File: src/rtl/rx_depuncturer.sv
// rx_depuncturer: re-inserts 802.11a punctured positions (rate 1/2, 2/3, 3/4) as flagged
// erasures and emits (A,B) soft pairs to the Viterbi decoder over valid/ready.
module rx_depuncturer #(
  parameter int SW = 3,
  parameter logic [SW-1:0] ERASE_VAL = '0
) (
  input  logic          clk,
  input  logic          rst,
  input  logic [1:0]    cr,
  input  logic          in_valid,
  output logic          in_ready,
  input  logic [SW-1:0] in_data,
  input  logic          in_sop,
  input  logic          in_last,
  output logic          out_valid,
  input  logic          out_ready,
  output logic [SW-1:0] out_a,
  output logic [SW-1:0] out_b,
  output logic          out_ea,
  output logic          out_eb,
  output logic          out_last,
  output logic          err
);
  typedef enum logic [1:0] {P0, P1, P2, P3} phase_t;
  phase_t phase, cur, phase_n;
  logic [1:0] rate, rate_n;
  logic [SW-1:0] hold, hold_n, a_n, b_n;
  logic acc, emit, ea_n, eb_n, err_n;
  assign in_ready = !out_valid || out_ready;
  assign acc = in_valid && in_ready;
  // A sop beat always restarts at P0 with a freshly latched rate; reserved cr runs as 1/2.
  always_comb begin
    rate_n = in_sop ? (cr == 2'b11 ? 2'b00 : cr) : rate;
    cur = in_sop ? P0 : phase;
    err_n = (in_sop ? 1'b0 : err) | (in_sop && cr == 2'b11);
    phase_n = cur;
    hold_n = hold;
    emit = 1'b1;
    a_n = in_data;
    b_n = ERASE_VAL;
    ea_n = 1'b0;
    eb_n = 1'b1;
    case (cur)
      P0: if (in_last) err_n = 1'b1;
          else begin
            emit = 1'b0;
            hold_n = in_data;
            phase_n = P1;
          end
      P1: begin
        a_n = hold;
        b_n = in_data;
        eb_n = 1'b0;
        phase_n = rate_n == 2'b00 ? P0 : P2;
      end
      P2: phase_n = rate_n == 2'b10 ? P3 : P0;
      default: begin
        a_n = ERASE_VAL;
        b_n = in_data;
        ea_n = 1'b1;
        eb_n = 1'b0;
        phase_n = P0;
      end
    endcase
    if (in_last) phase_n = P0;
  end
  always_ff @(posedge clk or negedge rst) begin
    if (!rst) begin
      phase <= P0;
      rate <= 2'b00;
      hold <= '0;
      err <= 1'b0;
      out_valid <= 1'b0;
      out_a <= '0;
      out_b <= '0;
      out_ea <= 1'b0;
      out_eb <= 1'b0;
      out_last <= 1'b0;
    end else begin
      if (acc) begin
        phase <= phase_n;
        rate <= rate_n;
        hold <= hold_n;
        err <= err_n;
      end
      if (acc && emit) begin
        out_valid <= 1'b1;
        out_a <= a_n;
        out_b <= b_n;
        out_ea <= ea_n;
        out_eb <= eb_n;
        out_last <= in_last;
      end else if (out_ready) out_valid <= 1'b0;
    end
  end
endmodule

File: config.mk
export PLATFORM = sky130hd
export DESIGN_NAME = rx_depuncturer
export DESIGN_NICKNAME = d
export VERILOG_FILES = /design/src/rtl/rx_depuncturer.sv
export SDC_FILE = /design/constraint.sdc
export NUM_CORES = 1
export LEC_CHECK = 0
export ABC_AREA = 1
export CAP_MARGIN = 20
export CORE_ASPECT_RATIO = 0.9
export CORE_MARGIN = 5
export CORE_UTILIZATION = 42
export DETAILED_ROUTE_END_ITERATION = 10
export PLACE_DENSITY = 0.73
export SLEW_MARGIN = 20
export SYNTH_ARGS = -nofsm -noshare
export SYNTH_HDL_FRONTEND = slang
export SYNTH_SLANG_ARGS = --single-unit
File: constraint.sdc
create_clock -name clk -period 1 [get_ports clk]
set_input_delay 0.1 -clock clk [delete_from_list [all_inputs] [get_ports clk]]
set_output_delay 0.1 -clock clk [all_outputs]
set_load 0.01 [all_outputs]
==> flow_summary_export.csv, run 1 <==
group,metric,value,unit
outcome,outcome,"complete, but fails checks",
outcome,violations,"negative setup slack",
power,p_sw_share,31.5,%
floorplan,dieHeight,52.9,um
drt,drc,0,
critical_path,slowest_delay,0.40,ns
drt,first_iter_violations,25,
placement,dpl.cell_count,160,
power,comb_power_share,31.9,%
logic_synthesis,synth_top_family_by_area,"simple AND/OR/NAND/NOR gates",
clock_network,clk_pin_slew,0.10,ns
min_path,hold_class,"in -> async",
critical_path,slowest_stage,"dfrtp_1",
finish,stdcell_area,1300,sq um
global_routing,first_global_vias,828,
finish,syn_to_final_growth,51.3,%
floorplan,fp-row-count,15,
timing,slew_headroom,82.3,%
logic_synthesis,ys_ff_latch,18,
clock_network,clk_latency,0.29,ns
critical_path,critical_path_class,"reg -> reg",
critical_path,cp.buffers_inverters,2,
logic_synthesis,avgSynthCellArea,8.41,sq um
timing,worst_slack,-0.172,ns
drt,drtAntennaViolNets,0,
timing,worst_pin_slew,0.265,ns
global_routing,grt_usage,16.0,%
global_routing,top_usage_layer,"met2",
floorplan,start_util,44.4,%
floorplan,ios,23,
critical_path,cp_data_required_time,1.18,ns
logic_synthesis,syn_area,858,sq um
critical_path,r2r_slack,-0.17,ns
drt,via_per_inst,4.79,
drt,routed_wl,2130,um
power,p_leak,0.000676,uW
global_routing,grt_pass1_wl,3750,um
critical_path,r2r_cells,7,
logic_synthesis,syn_nets,113,
power,p_per_area,1550,nW/um^2
global_routing,grt_use_met2,25.6,%
critical_path,worst_path_dominant_cell_family,"flip-flops",
global_routing,overflow,0,
logic_synthesis,synth_compound_area_share,13.4,%
timing,finalSetupViolations,20,
critical_path,r2r-start,"out_valid",
clock_network,clock-sinks,18,
global_routing,grt_util_met3,3.90,%
critical_path,cp.depth,7,
finish,nNetsFinal,157,
global_routing,grt_max_degree,19,
global_routing,grt_use_met1,21.1,%
placement,routabilityCongestion,0.799,
run,drv_cap,0,
finish,antenna_cells,0,
timing,fin_skew,0.00182,ns
logic_synthesis,synth_warnings,0,
critical_path,r2r-end,"out_last",
timing,tns,-2.54,ns
logic_synthesis,ys_types,17,
timing,finalMaxSlewViolations,0,
critical_path,crit_chain,"buf_6 -> nand2_8 -> nand2_8 -> a21oi_4 -> inv_4 -> nand2_1 -> o21ai_1",
finish,nFillCells,152,
drt,dr.pass1.iters,4,
finish,drive_gt1_share,36.6,%
logic_synthesis,synth_fa_ha_area_share,0,%
timing,whs,0.123,ns
drt,vias,815,
critical_path,end_kind,"flop",
clock_network,numCtsBuffers,3,
timing,rsz0062_at_grt,"yes",
power,clockPowerShare,22.4,%
timing,hold_viol,0,
logic_synthesis,synth_xor_xnor_area_share,0,%
logic_synthesis,ys_seq_area_share,52.5,%
finish,final_cells,170,
floorplan,die_w,57.7,um
placement,place_hpwl,1570,um
clock_network,cts_tree,"built",
finish,layout_common_cells,"nand2_1 (34), dfrtp_1 (18), buf_4 (14), buf_2 (11), clkdlybuf4s50_1 (10)",
power,power_switching,634,uW
logic_synthesis,postSynthCellCount,102,
placement,port_buffers,22,
timing,finalCritPeriodShare,117,%
drt,wire_per_inst,12.5,um
finish,final_common_cell,"nand2_1",
clock_network,clockRootBuffer,"clkbuf_4",
floorplan,die_area,3050,sq um
timing,finalCriticalPeriod,1.17,ns
floorplan,core,1930,sq um
clock_network,h-tree-depth,1,
power,worst_ir_drop_vdd,0.988,mV
clock_network,cts_buffer_depth,2,
critical_path,arrival,1.36,ns
power,p_int,1380,uW
logic_synthesis,muxShareOfSynthArea,0,%
global_routing,antenna_found_initial,0,
placement,place_area,1190,sq um
power,p_seq_share,45.7,%
critical_path,crit_path_frequent_cell,"nand2_8",
critical_path,setup.worst_path.start_class,"flop",
logic_synthesis,synth_simple_gate_area_share,27.3,%
timing,fmax,0.853,GHz
critical_path,cp_max_fo,15,
[sequential cells by signal, summed over array words and instances (netlist names)]
name	count
out_b	3
out_valid	1
rate	2
out_ea	1
out_a	3
err	1
phase	2
hold	3
out_eb	1
out_last	1
[metrics by stage]
step,utilization (%),total power (uW),worst slack (ns)
CTS,65.1,1980,-0.171
global placement,61.6,1500,-0.372
global route,67.2,2180,-0.266
floorplan,-,1190,-0.175
finish,67.2,2020,-0.172
detailed placement,61.6,1520,-0.436
[repair_timing]
action | CTS | global route
setup buffers | 5 | 1
pin swaps | 3 | 5
endpoints found under the setup margin | 29 | 20
gates resized for setup | 64 | 9
hold buffers | 0 | 0
[cell type report]
type	count	area (sq um)	share of cell area [%]
clock buffers	4	36.3	2.79
inverters	12	50.0	3.85
multi-input cells	71	417	32.1
flip-flops and latches	18	450	34.7
well taps	25	31.3	2.41
repair buffers	40	314	24.2
[cell families (layout without fill, tap and decap cells)]
logic type,after synthesis,after routing
buffers and inverters,13,56
AO/OA/AOI/OAI,17,17
flip-flops,18,18
AND/OR/NAND/NOR,54,54
[how the worst max path moves through the flow]
stage,startpoint,end
finish,out_valid,out_last
global route,out_valid,out_b[1]
CTS,out_valid,out_a[0]
detailed placement,in_sop,out_a[0]
global placement,in_sop,out_last
floorplan,out_valid,out_a[0]
[cell usage after synthesis, drive strengths merged]
cell    n  area (sq um)
o21ai  13          76.3
nand2  39           164
a22oi   3          22.5
nand3   8          40.0
nor2    5          18.8
nor3    1          5.00
dfrtp  18           450
buf     1          11.3
nand4   1          6.26
inv    12          47.6
a21oi   1          16.3
[per-layer routing]
layer  wire (um)  share of wire [%]
met2        1010                 47
met4          43                2.0
met3          99                4.6
met1         980                 46
met5           0                  0
[power groups by stage]
stage | clock (uW) | combinational (uW) | sequential, uW
6_report | 451 | 643 | 922
5_1_grt | 519 | 717 | 940
4_1_cts | 456 | 613 | 914
3_5_place_dp | 0 | 580 | 935
3_3_place_gp | 0 | 570 | 928
2_1_floorplan | 0 | 224 | 962
(Power assumes the default switching activity.)
==> inputs of run 2 (changes only) <==
--- a/config.mk
+++ b/config.mk
@@ -11,7 +11,7 @@
 export CORE_MARGIN = 5
 export CORE_UTILIZATION = 42
 export DETAILED_ROUTE_END_ITERATION = 10
-export PLACE_DENSITY = 0.73
+export PLACE_DENSITY = 0.75
 export SLEW_MARGIN = 20
 export SYNTH_ARGS = -nofsm -noshare
 export SYNTH_HDL_FRONTEND = slang
==> flow_summary_export.csv, run 2 (synthesis gave the netlist of run 1 again) <==
group,metric,value,unit
clock_network,cts_tree,"built",
critical_path,r2r_cells,7,
finish,nNetsFinal,162,
drt,drc,0,
timing,finalCriticalPeriod,1.21,ns
clock_network,h-tree-depth,1,
min_path,hold_class,"in -> async",
power,p_int,1410,uW
timing,finalMaxSlewViolations,0,
finish,syn_to_final_growth,56.3,%
floorplan,core,1930,sq um
finish,layout_common_cells,"nand2_1 (28), dfrtp_1 (18), buf_4 (18), buf_2 (10)",
floorplan,start_util,44.4,%
floorplan,die_w,57.7,um
timing,finalCritPeriodShare,121,%
clock_network,clk_pin_slew,0.10,ns
power,p_leak,0.000701,uW
floorplan,fp-row-count,15,
timing,fin_skew,0.00732,ns
drt,dr.pass1.iters,4,
critical_path,arrival,1.41,ns
outcome,outcome,"complete, but fails checks",
drt,wire_per_inst,13.6,um
outcome,violations,"negative setup slack",
global_routing,grt_max_degree,19,
timing,worst_pin_slew,0.268,ns
timing,hold_viol,0,
global_routing,overflow,0,
placement,port_buffers,22,
drt,vias,893,
run,drv_cap,0,
global_routing,grt_usage,16.0,%
finish,final_common_cell,"nand2_1",
clock_network,clk_latency,0.30,ns
finish,drive_gt1_share,42.0,%
timing,slew_headroom,82.1,%
power,p_sw_share,31.8,%
finish,fin_util,69.4,%
timing,finalSetupViolations,18,
power,p_seq_share,44.6,%
floorplan,die_area,3050,sq um
power,clockPowerShare,21.7,%
power,power_switching,660,uW
power,worst_ir_drop_vdd,0.955,mV
drt,wl_met1,905,um
drt,met3_length,188,um
finish,largest_registers,"hold x3, out_a x3, out_b x3",
critical_path,r2r-start,"out_valid",
critical_path,setup.worst_path.start_class,"flop",
placement,place_area,1180,sq um
timing,worst_slack,-0.213,ns
global_routing,first_global_vias,833,
drt,via_per_inst,5.10,
timing,rsz0062_at_grt,"yes",
finish,stdcell_area,1340,sq um
clock_network,clock-sinks,18,
critical_path,critical_path_class,"reg -> reg",
power,p_per_area,1540,nW/um^2
clock_network,clockRootBuffer,"clkbuf_4",
drt,wl_met2,1240,um
critical_path,cp_max_fo,7,
critical_path,r2r-end,"out_a[2]",
critical_path,end_kind,"flop",
power,comb_power_share,33.7,%
global_routing,grt_pass1_wl,3660,um
drt,drtAntennaViolNets,0,
floorplan,ios,23,
timing,whs,0.114,ns
placement,preCtsSetupSlack,-0.429,ns
critical_path,r2r_slack,-0.21,ns
timing,fmax,0.824,GHz
drt,routed_wl,2370,um
placement,place_hpwl,1610,um
clock_network,numCtsBuffers,3,
placement,routabilityCongestion,0.753,
floorplan,dieHeight,52.9,um
finish,antenna_cells,0,
critical_path,cp_data_required_time,1.19,ns
drt,maxUsedRoutingLayer,"met4",
clock_network,cts_buffer_depth,2,
global_routing,antenna_found_initial,0,
drt,first_iter_violations,17,
-- run 2: cell count changes in the layout (fill, tap and decap cells not counted), moves of 2 or more --
cell / change
o21ai_1: -2
o21ai_0: +2
nand2_2: +7
buf_4: +4
buf_6: +2
nand2_1: -6
-- run 2: critical path: stages, from the launching register on --
cell and delay (ns):
dfrtp_1 0.41, nand2_4 0.11, nand2_8 0.08, a21oi_4 0.22, buf_6 0.15, inv_8 0.04
nand2_2 0.04, o21ai_1 0.05
-- run 2: final cells by class --
| class | count | area (sq um) |
|---|---|---|
| fill | 157 | 592 |
| sequential | 18 | 450 |
| multi-input combinational | 71 | 408 |
| timing repair buffer | 44 | 352 |
| inverter | 12 | 52.6 |
| clock buffer | 4 | 36.3 |
| tap | 25 | 31.3 |
| timing repair inverter | 1 | 11.3 |
-- run 2: worst max path at each step --
stage,startpoint,to
3_3_place_gp,in_sop,out_last
3_5_place_dp,in_sop,hold[2]
5_1_grt,phase[0],out_last
2_1_floorplan,out_valid,out_a[0]
6_report,out_valid,out_a[2]
4_1_cts,phase[0],out_last
-- run 2: what timing repair did --
action | CTS | global route
buffers inserted | 7 | 4
cloned | 0 | 1
hold buffers | 0 | 0
pin swaps | 4 | 6
gates resized for setup | 62 | 20
setup endpoints to repair | 29 | 20
-- run 2: per-layer routing --
layer,GRT usage (%),up-vias
met2,28.8,40
met4,5.02,0
met3,5.37,6
met1,17.7,418
met5,0,-
li1,-,429
-- run 2: metrics by stage --
| stage | instances | setup TNS (ns) | total power (uW) |
|---|---|---|---|
| 3_3_place_gp | 159 | -5.71 | 1490 |
| 3_5_place_dp | 159 | -6.77 | 1510 |
| 2_1_floorplan | 102 | -1.88 | 1190 |
| 4_1_cts | 170 | -2.10 | 1990 |
| 5_1_grt | 175 | -3.55 | 2190 |
| 6_report | 175 | -2.56 | 2070 |
-- run 2: power by group through the flow --
stage / Combinational, uW / Sequential (uW) / Clock [uW]
6_report: 699 / 923 / 450
5_1_grt: 758 / 939 / 493
4_1_cts: 616 / 916 / 462
3_5_place_dp: 579 / 935 / 0
3_3_place_gp: 566 / 928 / 0
2_1_floorplan: 224 / 962 / 0
